File: src/rtl/ex_stage_pkg.sv
// Shared constants and types for the ID/EX operand stage feeding the 64-bit ALU.
// ALU select codes, aluop encoding, R-type opcodes and the zero-register index live here.
package ex_stage_pkg;

  localparam int XLEN   = 64;
  localparam int REG_AW = 5;

  localparam logic [REG_AW-1:0] XZR_IDX = REG_AW'((1 << REG_AW) - 1);

  localparam logic [3:0] ALU_AND = 4'b0000;
  localparam logic [3:0] ALU_OR  = 4'b0001;
  localparam logic [3:0] ALU_ADD = 4'b0010;
  localparam logic [3:0] ALU_SUB = 4'b0110;

  localparam logic [10:0] OPC_ADD = 11'b10001011000;
  localparam logic [10:0] OPC_SUB = 11'b11001011000;
  localparam logic [10:0] OPC_AND = 11'b10001010000;
  localparam logic [10:0] OPC_ORR = 11'b10101010000;

  typedef enum logic [1:0] {
    ALUOP_ADD   = 2'b00,
    ALUOP_SUB   = 2'b01,
    ALUOP_RTYPE = 2'b10,
    ALUOP_RSVD  = 2'b11
  } aluop_e;

  typedef struct packed {
    logic [3:0]        select;
    logic [XLEN-1:0]   input1;
    logic [XLEN-1:0]   input2;
    logic [REG_AW-1:0] rd_idx;
    logic              illegal;
  } ex_op_t;

endpackage

File: src/rtl/ex_operand_stage_if.sv
// Decode-to-ALU bus of the operand stage: incoming decoded op, bypass sources, outgoing ALU op.
// master = upstream/downstream environment, slave = the operand stage itself.
interface ex_operand_stage_if
  import ex_stage_pkg::*;
();

  logic              in_valid;
  logic              in_ready;
  logic [1:0]        in_aluop;
  logic [10:0]       in_opcode;
  logic              in_alusrc;
  logic [REG_AW-1:0] in_rn_idx;
  logic [XLEN-1:0]   in_rn_val;
  logic [REG_AW-1:0] in_rm_idx;
  logic [XLEN-1:0]   in_rm_val;
  logic [XLEN-1:0]   in_imm;
  logic [REG_AW-1:0] in_rd_idx;

  logic              exm_wr_en;
  logic [REG_AW-1:0] exm_rd_idx;
  logic [XLEN-1:0]   exm_result;
  logic              mwb_wr_en;
  logic [REG_AW-1:0] mwb_rd_idx;
  logic [XLEN-1:0]   mwb_result;

  logic              out_valid;
  logic              out_ready;
  logic [3:0]        out_select;
  logic [XLEN-1:0]   out_input1;
  logic [XLEN-1:0]   out_input2;
  logic [REG_AW-1:0] out_rd_idx;
  logic              out_illegal;

  modport slave (
    input  in_valid, in_aluop, in_opcode, in_alusrc, in_rn_idx, in_rn_val,
           in_rm_idx, in_rm_val, in_imm, in_rd_idx,
           exm_wr_en, exm_rd_idx, exm_result, mwb_wr_en, mwb_rd_idx, mwb_result,
           out_ready,
    output in_ready, out_valid, out_select, out_input1, out_input2, out_rd_idx, out_illegal
  );

  modport master (
    output in_valid, in_aluop, in_opcode, in_alusrc, in_rn_idx, in_rn_val,
           in_rm_idx, in_rm_val, in_imm, in_rd_idx,
           exm_wr_en, exm_rd_idx, exm_result, mwb_wr_en, mwb_rd_idx, mwb_result,
           out_ready,
    input  in_ready, out_valid, out_select, out_input1, out_input2, out_rd_idx, out_illegal
  );

endinterface

File: src/rtl/alu_ctrl_decode.sv
// Combinational ALU control: maps aluop and R-type opcode to the 4-bit ALU select.
// Unsupported encodings fall back to ADD and raise illegal.
module alu_ctrl_decode
  import ex_stage_pkg::*;
(
  input  aluop_e      aluop_i,
  input  logic [10:0] opcode_i,
  output logic [3:0]  select_o,
  output logic        illegal_o
);

  always_comb begin
    // NOTE: defaults first so every path assigns every output -- no latch is inferred.
    select_o  = ALU_ADD;
    illegal_o = 1'b0;
    case (aluop_i)
      ALUOP_ADD: select_o = ALU_ADD;
      ALUOP_SUB: select_o = ALU_SUB;
      ALUOP_RTYPE: begin
        case (opcode_i)
          OPC_ADD: select_o = ALU_ADD;
          OPC_SUB: select_o = ALU_SUB;
          OPC_AND: select_o = ALU_AND;
          OPC_ORR: select_o = ALU_OR;
          default: illegal_o = 1'b1;
        endcase
      end
      default: illegal_o = 1'b1;
    endcase
  end

endmodule

File: src/rtl/ex_operand_stage.sv
// ID/EX operand stage: decodes ALU select, selects and forwards operands, registers them for the ALU.
// Build option EX_FWD_EN enables the EX/MEM and MEM/WB bypass network; otherwise operands come from the register file.
module ex_operand_stage
  import ex_stage_pkg::*;
(
  input logic              clk,
  input logic              rst_n,
  input logic              flush,
  ex_operand_stage_if.slave bus
);

  logic       out_valid_q, out_valid_d;
  ex_op_t     op_q, op_d;
  logic       in_ready;
  logic       capture;
  logic [3:0] dec_select;
  logic       dec_illegal;
  logic [XLEN-1:0] opa, opb;

  assign in_ready = !out_valid_q || bus.out_ready;
  assign capture  = bus.in_valid && in_ready;

  alu_ctrl_decode u_alu_ctrl_decode (
    .aluop_i   (aluop_e'(bus.in_aluop)),
    .opcode_i  (bus.in_opcode),
    .select_o  (dec_select),
    .illegal_o (dec_illegal)
  );

`ifdef EX_FWD_EN
  // The zero register never matches a producer, and the younger EX/MEM result beats MEM/WB.
  function automatic logic [XLEN-1:0] fwd(
    input logic [REG_AW-1:0] idx,
    input logic [XLEN-1:0]   rf_val,
    input logic              exm_we,
    input logic [REG_AW-1:0] exm_idx,
    input logic [XLEN-1:0]   exm_val,
    input logic              mwb_we,
    input logic [REG_AW-1:0] mwb_idx,
    input logic [XLEN-1:0]   mwb_val
  );
    if (idx == XZR_IDX)                 return rf_val;
    else if (exm_we && exm_idx == idx)  return exm_val;
    else if (mwb_we && mwb_idx == idx)  return mwb_val;
    else                                return rf_val;
  endfunction

  assign opa = fwd(bus.in_rn_idx, bus.in_rn_val, bus.exm_wr_en, bus.exm_rd_idx, bus.exm_result,
                   bus.mwb_wr_en, bus.mwb_rd_idx, bus.mwb_result);
  assign opb = fwd(bus.in_rm_idx, bus.in_rm_val, bus.exm_wr_en, bus.exm_rd_idx, bus.exm_result,
                   bus.mwb_wr_en, bus.mwb_rd_idx, bus.mwb_result);
`else
  logic unused_fwd;
  assign unused_fwd = ^{bus.exm_wr_en, bus.exm_rd_idx, bus.exm_result,
                        bus.mwb_wr_en, bus.mwb_rd_idx, bus.mwb_result};
  assign opa = bus.in_rn_val;
  assign opb = bus.in_rm_val;
`endif

  always_comb begin
    op_d.select  = dec_select;
    op_d.input1  = opa;
    op_d.input2  = bus.in_alusrc ? bus.in_imm : opb;
    op_d.rd_idx  = bus.in_rd_idx;
    op_d.illegal = dec_illegal;
  end

  always_comb begin
    if (flush)          out_valid_d = 1'b0;
    else if (capture)   out_valid_d = 1'b1;
    else if (bus.out_ready) out_valid_d = 1'b0;
    else                out_valid_d = out_valid_q;
  end

  always_ff @(posedge clk or negedge rst_n) begin
    if (!rst_n) begin
      out_valid_q <= 1'b0;
      // NOTE: the payload is reset too, because its reset value (select=ADD, zeros) is visible on the ports.
      op_q        <= '{select: ALU_ADD, default: '0};
    end else begin
      // NOTE: non-blocking assignments so every register samples pre-edge values.
      out_valid_q <= out_valid_d;
      if (capture) op_q <= op_d;
    end
  end

  assign bus.in_ready    = in_ready;
  assign bus.out_valid   = out_valid_q;
  assign bus.out_select  = op_q.select;
  assign bus.out_input1  = op_q.input1;
  assign bus.out_input2  = op_q.input2;
  assign bus.out_rd_idx  = op_q.rd_idx;
  assign bus.out_illegal = op_q.illegal;

endmodule
File: src/flat_wrapper.sv
// flat-port wrapper written by rule: the top's interface ports become plain ports
module ex_operand_stage_flat import ex_stage_pkg::*;
  (clk, rst_n, flush, bus_in_valid, bus_in_aluop, bus_in_opcode, bus_in_alusrc, bus_in_rn_idx, bus_in_rn_val, bus_in_rm_idx, bus_in_rm_val, bus_in_imm, bus_in_rd_idx, bus_exm_wr_en, bus_exm_rd_idx, bus_exm_result, bus_mwb_wr_en, bus_mwb_rd_idx, bus_mwb_result, bus_out_ready, bus_in_ready, bus_out_valid, bus_out_select, bus_out_input1, bus_out_input2, bus_out_rd_idx, bus_out_illegal);
  ex_operand_stage_if bus_i ();
  input logic clk;
  input logic rst_n;
  input logic flush;
  input wire logic [$bits(bus_i.in_valid)-1:0] bus_in_valid;
  input wire logic [$bits(bus_i.in_aluop)-1:0] bus_in_aluop;
  input wire logic [$bits(bus_i.in_opcode)-1:0] bus_in_opcode;
  input wire logic [$bits(bus_i.in_alusrc)-1:0] bus_in_alusrc;
  input wire logic [$bits(bus_i.in_rn_idx)-1:0] bus_in_rn_idx;
  input wire logic [$bits(bus_i.in_rn_val)-1:0] bus_in_rn_val;
  input wire logic [$bits(bus_i.in_rm_idx)-1:0] bus_in_rm_idx;
  input wire logic [$bits(bus_i.in_rm_val)-1:0] bus_in_rm_val;
  input wire logic [$bits(bus_i.in_imm)-1:0] bus_in_imm;
  input wire logic [$bits(bus_i.in_rd_idx)-1:0] bus_in_rd_idx;
  input wire logic [$bits(bus_i.exm_wr_en)-1:0] bus_exm_wr_en;
  input wire logic [$bits(bus_i.exm_rd_idx)-1:0] bus_exm_rd_idx;
  input wire logic [$bits(bus_i.exm_result)-1:0] bus_exm_result;
  input wire logic [$bits(bus_i.mwb_wr_en)-1:0] bus_mwb_wr_en;
  input wire logic [$bits(bus_i.mwb_rd_idx)-1:0] bus_mwb_rd_idx;
  input wire logic [$bits(bus_i.mwb_result)-1:0] bus_mwb_result;
  input wire logic [$bits(bus_i.out_ready)-1:0] bus_out_ready;
  output wire logic [$bits(bus_i.in_ready)-1:0] bus_in_ready;
  output wire logic [$bits(bus_i.out_valid)-1:0] bus_out_valid;
  output wire logic [$bits(bus_i.out_select)-1:0] bus_out_select;
  output wire logic [$bits(bus_i.out_input1)-1:0] bus_out_input1;
  output wire logic [$bits(bus_i.out_input2)-1:0] bus_out_input2;
  output wire logic [$bits(bus_i.out_rd_idx)-1:0] bus_out_rd_idx;
  output wire logic [$bits(bus_i.out_illegal)-1:0] bus_out_illegal;
  assign bus_i.in_valid = bus_in_valid;
  assign bus_i.in_aluop = bus_in_aluop;
  assign bus_i.in_opcode = bus_in_opcode;
  assign bus_i.in_alusrc = bus_in_alusrc;
  assign bus_i.in_rn_idx = bus_in_rn_idx;
  assign bus_i.in_rn_val = bus_in_rn_val;
  assign bus_i.in_rm_idx = bus_in_rm_idx;
  assign bus_i.in_rm_val = bus_in_rm_val;
  assign bus_i.in_imm = bus_in_imm;
  assign bus_i.in_rd_idx = bus_in_rd_idx;
  assign bus_i.exm_wr_en = bus_exm_wr_en;
  assign bus_i.exm_rd_idx = bus_exm_rd_idx;
  assign bus_i.exm_result = bus_exm_result;
  assign bus_i.mwb_wr_en = bus_mwb_wr_en;
  assign bus_i.mwb_rd_idx = bus_mwb_rd_idx;
  assign bus_i.mwb_result = bus_mwb_result;
  assign bus_i.out_ready = bus_out_ready;
  assign bus_in_ready = bus_i.in_ready;
  assign bus_out_valid = bus_i.out_valid;
  assign bus_out_select = bus_i.out_select;
  assign bus_out_input1 = bus_i.out_input1;
  assign bus_out_input2 = bus_i.out_input2;
  assign bus_out_rd_idx = bus_i.out_rd_idx;
  assign bus_out_illegal = bus_i.out_illegal;
  ex_operand_stage u_core (.clk(clk), .rst_n(rst_n), .flush(flush), .bus(bus_i));
endmodule
File: config.mk
export PLATFORM = sky130hd
export DESIGN_NAME = ex_operand_stage_flat
export DESIGN_NICKNAME = d
export VERILOG_FILES = /design/src/rtl/ex_stage_pkg.sv /design/src/rtl/ex_operand_stage_if.sv /design/src/rtl/alu_ctrl_decode.sv /design/src/rtl/ex_operand_stage.sv /design/src/flat_wrapper.sv
export SDC_FILE = /design/constraint.sdc
export NUM_CORES = 1
export LEC_CHECK = 0
export ABC_AREA = 1
export CAP_MARGIN = 5
export CORE_AREA = 2 2 197 199
export CTS_BUF_LIST = sky130_fd_sc_hd__clkbuf_16
export DETAILED_ROUTE_END_ITERATION = 16
export DIE_AREA = 0 0 199 201
export DONT_BUFFER_PORTS = 1
export PLACE_DENSITY = 0.3
export SLEW_MARGIN = 20
export SYNTH_ARGS = -nofsm -noshare
export SYNTH_HDL_FRONTEND = slang
export SYNTH_SLANG_ARGS = --single-unit
File: constraint.sdc
create_clock -name clk -period 2.87 [get_ports clk]
set_input_delay 0.574 -clock clk [delete_from_list [all_inputs] [get_ports clk]]
set_output_delay 0.574 -clock clk [all_outputs]
set_load 0.01 [all_outputs]
==> out/results.ini <==
[logic_synthesis]
synth_top_area_share=0.555
synth_warnings=0
postSynthCellCount=755
avgSynthCellArea_sq_um=8.18
ys_top_cells_by_area=dfrtp_1 (56%), nand2_1 (20%), o21ai_0 (7.7%), inv_1 (4.4%), buf_6 (2.2%)
synth_seq_area_share=0.559
yosysTopAreaCell=dfrtp_1
syn-cell-area_sq_um=6170
synth.distinct_cells=22
synth_nets=1124
synth-seq-cells=138

[setup_path]
cp_slowest_cell=inv_2
setup.worst_path.start_class=flop
critPathKind=reg -> reg
required_ns=3.22
max_stage_delay_ns=0.44
r2r_start=u_core.bus.out_valid$_DFFE_PN0P_
critical_path_peak_fanout=27
worstPathCellList=nand2_2 -> nand2_8 -> inv_2 -> buf_4 -> nor2_1 -> a21oi_1
endpoint_kind=flop
cp.arrival_ns=2.16
startpoint=u_core.bus.out_valid$_DFFE_PN0P_

[route]
vias=4537
drt_iter0_markers=130
wl_mm=18.6
wl_per_cell_microns=14.7
drtPass1Iterations=4
routed_via_density=3.58
postRouteAntennaNets=0
drc=0

[grt]
gr-usage-all-layers=0.0917
grt_pass1_vias=4439
overflow=0
grt_max_degree=139
antenna_found_initial=1
grt_pass1_wl_mm=27.2

[pwr]
peakVddDrop_uv=376
p_clk_frac=0.438
leakagePower_uw=0.00354
swShare=0.286
pwr-share-seq=0.485
p_comb_frac=0.077
power_switching_uw=1480
pwr_density_cell_nw_per_um2=719
p_int_uw=3690

[place]
port_buffers=0
place_ws_ns=0.873
gp_congestion=0.696
hpwl_mm=13.0
post_dp_cell_area_sq_um=6600

[sta]
setup_tns_ns=0
hold_viol=137
skew_ns=0.0102
setup_ws_ns=1.06
relSlewSlack=0.507
finalCritPeriodShare=0.632
hold-worst-slack_ns=-0.170
max_freq_mhz=552
setup_viol=0
rsz0062_at_grt=no
tightest_slew_ns=0.739
drv_slew=0
post-route-min-period_ns=1.81

[clock_network]
cts_sinks=138
ctsHtreeMaxLevel=4
numCtsBuffers=17
cts_resized=0
tritoncts=built
clk_pin_slew_ns=0.07
cts_max_path_buffers=2
cts_setup_buffers=0
root_buffer=clkbuf_16
insertion_delay_ns=0.43

[finish]
fill_cells=4275
area_growth_pct=16.3
drive_gt1_frac=0.0775
layout_commonest_cell=nand2_1
fin_area_sq_um=7180
layout.nets=1104
insertedDiodeCount=0
layout_common_cells=nand2_1 (337), dfrtp_1 (137), o21ai_0 (95)
final_util=0.188

[floorplanning]
dieWidth_microns=199
rows=72
core_area_sq_um=38100
start_util=0.162
io_pins=506
die_h_microns=201
dieArea_sq_um=40000

[run_status]
status=finished with violations
failed_checks=hold timing

[run]
drv_cap=0

[hold_path]
hold_path.class=in -> async

[flip-flops by register name (all words and copies together), names as in the netlist]
signal,flops
u_core.bus.out_input2,64
u_core.bus.out_rd_idx,5
u_core.bus.out_illegal,1
u_core.bus.out_valid,1
u_core.bus.out_select,3
u_core.bus.out_input1,64
[area by class of cell]
cell class                 count  area [sq um]  area share
sequential                   138          3450       0.481
multi-input combinational    500          2160       0.301
tap                          518           648      0.0902
clock buffer                  17           425      0.0592
inverter                      73           274      0.0382
clock inverter                15           159      0.0221
timing repair buffer           5          62.6     0.00871
[critical path, delay by kind of cell, from the launching register on]
family	cells	cell delay [ns]
AOI/OAI and AO/OA	1	0.12
DFF	1	0.43
buffers and inverters	2	0.72
and+or+nand+nor	3	0.42
[logic make-up after synthesis]
group,share of synthesized area
AOI/OAI and AO/OA,0.112
adders and majority gates,0.00608
buffers and inverters,0.0932
DFF,0.559
other,0.000607
and+or+nand+nor,0.228
[through the flow]
stage,power (uW),std cells
4_1_cts,5300,1266
6_report,5170,1266
5_1_grt,5470,1266
2_1_floorplan,2820,755
3_3_place_gp,2960,1234
3_5_place_dp,2960,1234
[Yosys cell counts, drive strengths merged]
cell / instances
nor3b: 1
dfrtp: 137
inv: 73
clkbuf: 11
a21oi: 2
nand3: 4
ha: 3
nor3: 1
nand2: 349
conb: 1
nor2: 10
dfstp: 1
o21ai: 129
buf: 33
[worst paths after layout]
| check | slack, ns | cells after the start | end |
|---|---|---|---|
| setup / recovery | 1.06 | 6 | u_core.bus.out_illegal$_DFFE_PN0P_ |
| min in group clk | 0.19 | 1 | u_core.bus.out_valid$_DFFE_PN0P_ |
| hold reg to reg | 0.55 | 2 | u_core.bus.out_input1[26]$_DFFE_PN0P_ |
| setup reg to reg | 1.06 | 6 | u_core.bus.out_illegal$_DFFE_PN0P_ |
| hold / removal | -0.17 | 0 | u_core.bus.out_valid$_DFFE_PN0P_ |
| max in group asynchronous | 2.80 | 0 | u_core.bus.out_select[1]$_DFFE_PN1P_ |
[per-layer routing]
metal,GRT usage,up-vias,part of all wire
met5,0,-,0.00059
met4,0.0296,2,0.011
met3,0.0571,13,0.14
met2,0.139,240,0.44
met1,0.105,2011,0.41
li1,-,2271,-
[power by group through the flow]
stage                     combinational [uW]  sequential, uW  clock, uW
after floorplan                          374            2450          0
after global placement                   408            2560          0
after detailed placement                 415            2540          0
after CTS                                414            2510       2380
after global routing                     483            2540       2450
final                                    400            2500       2260
No activity file was read; power rests on OpenSTA's default activity.
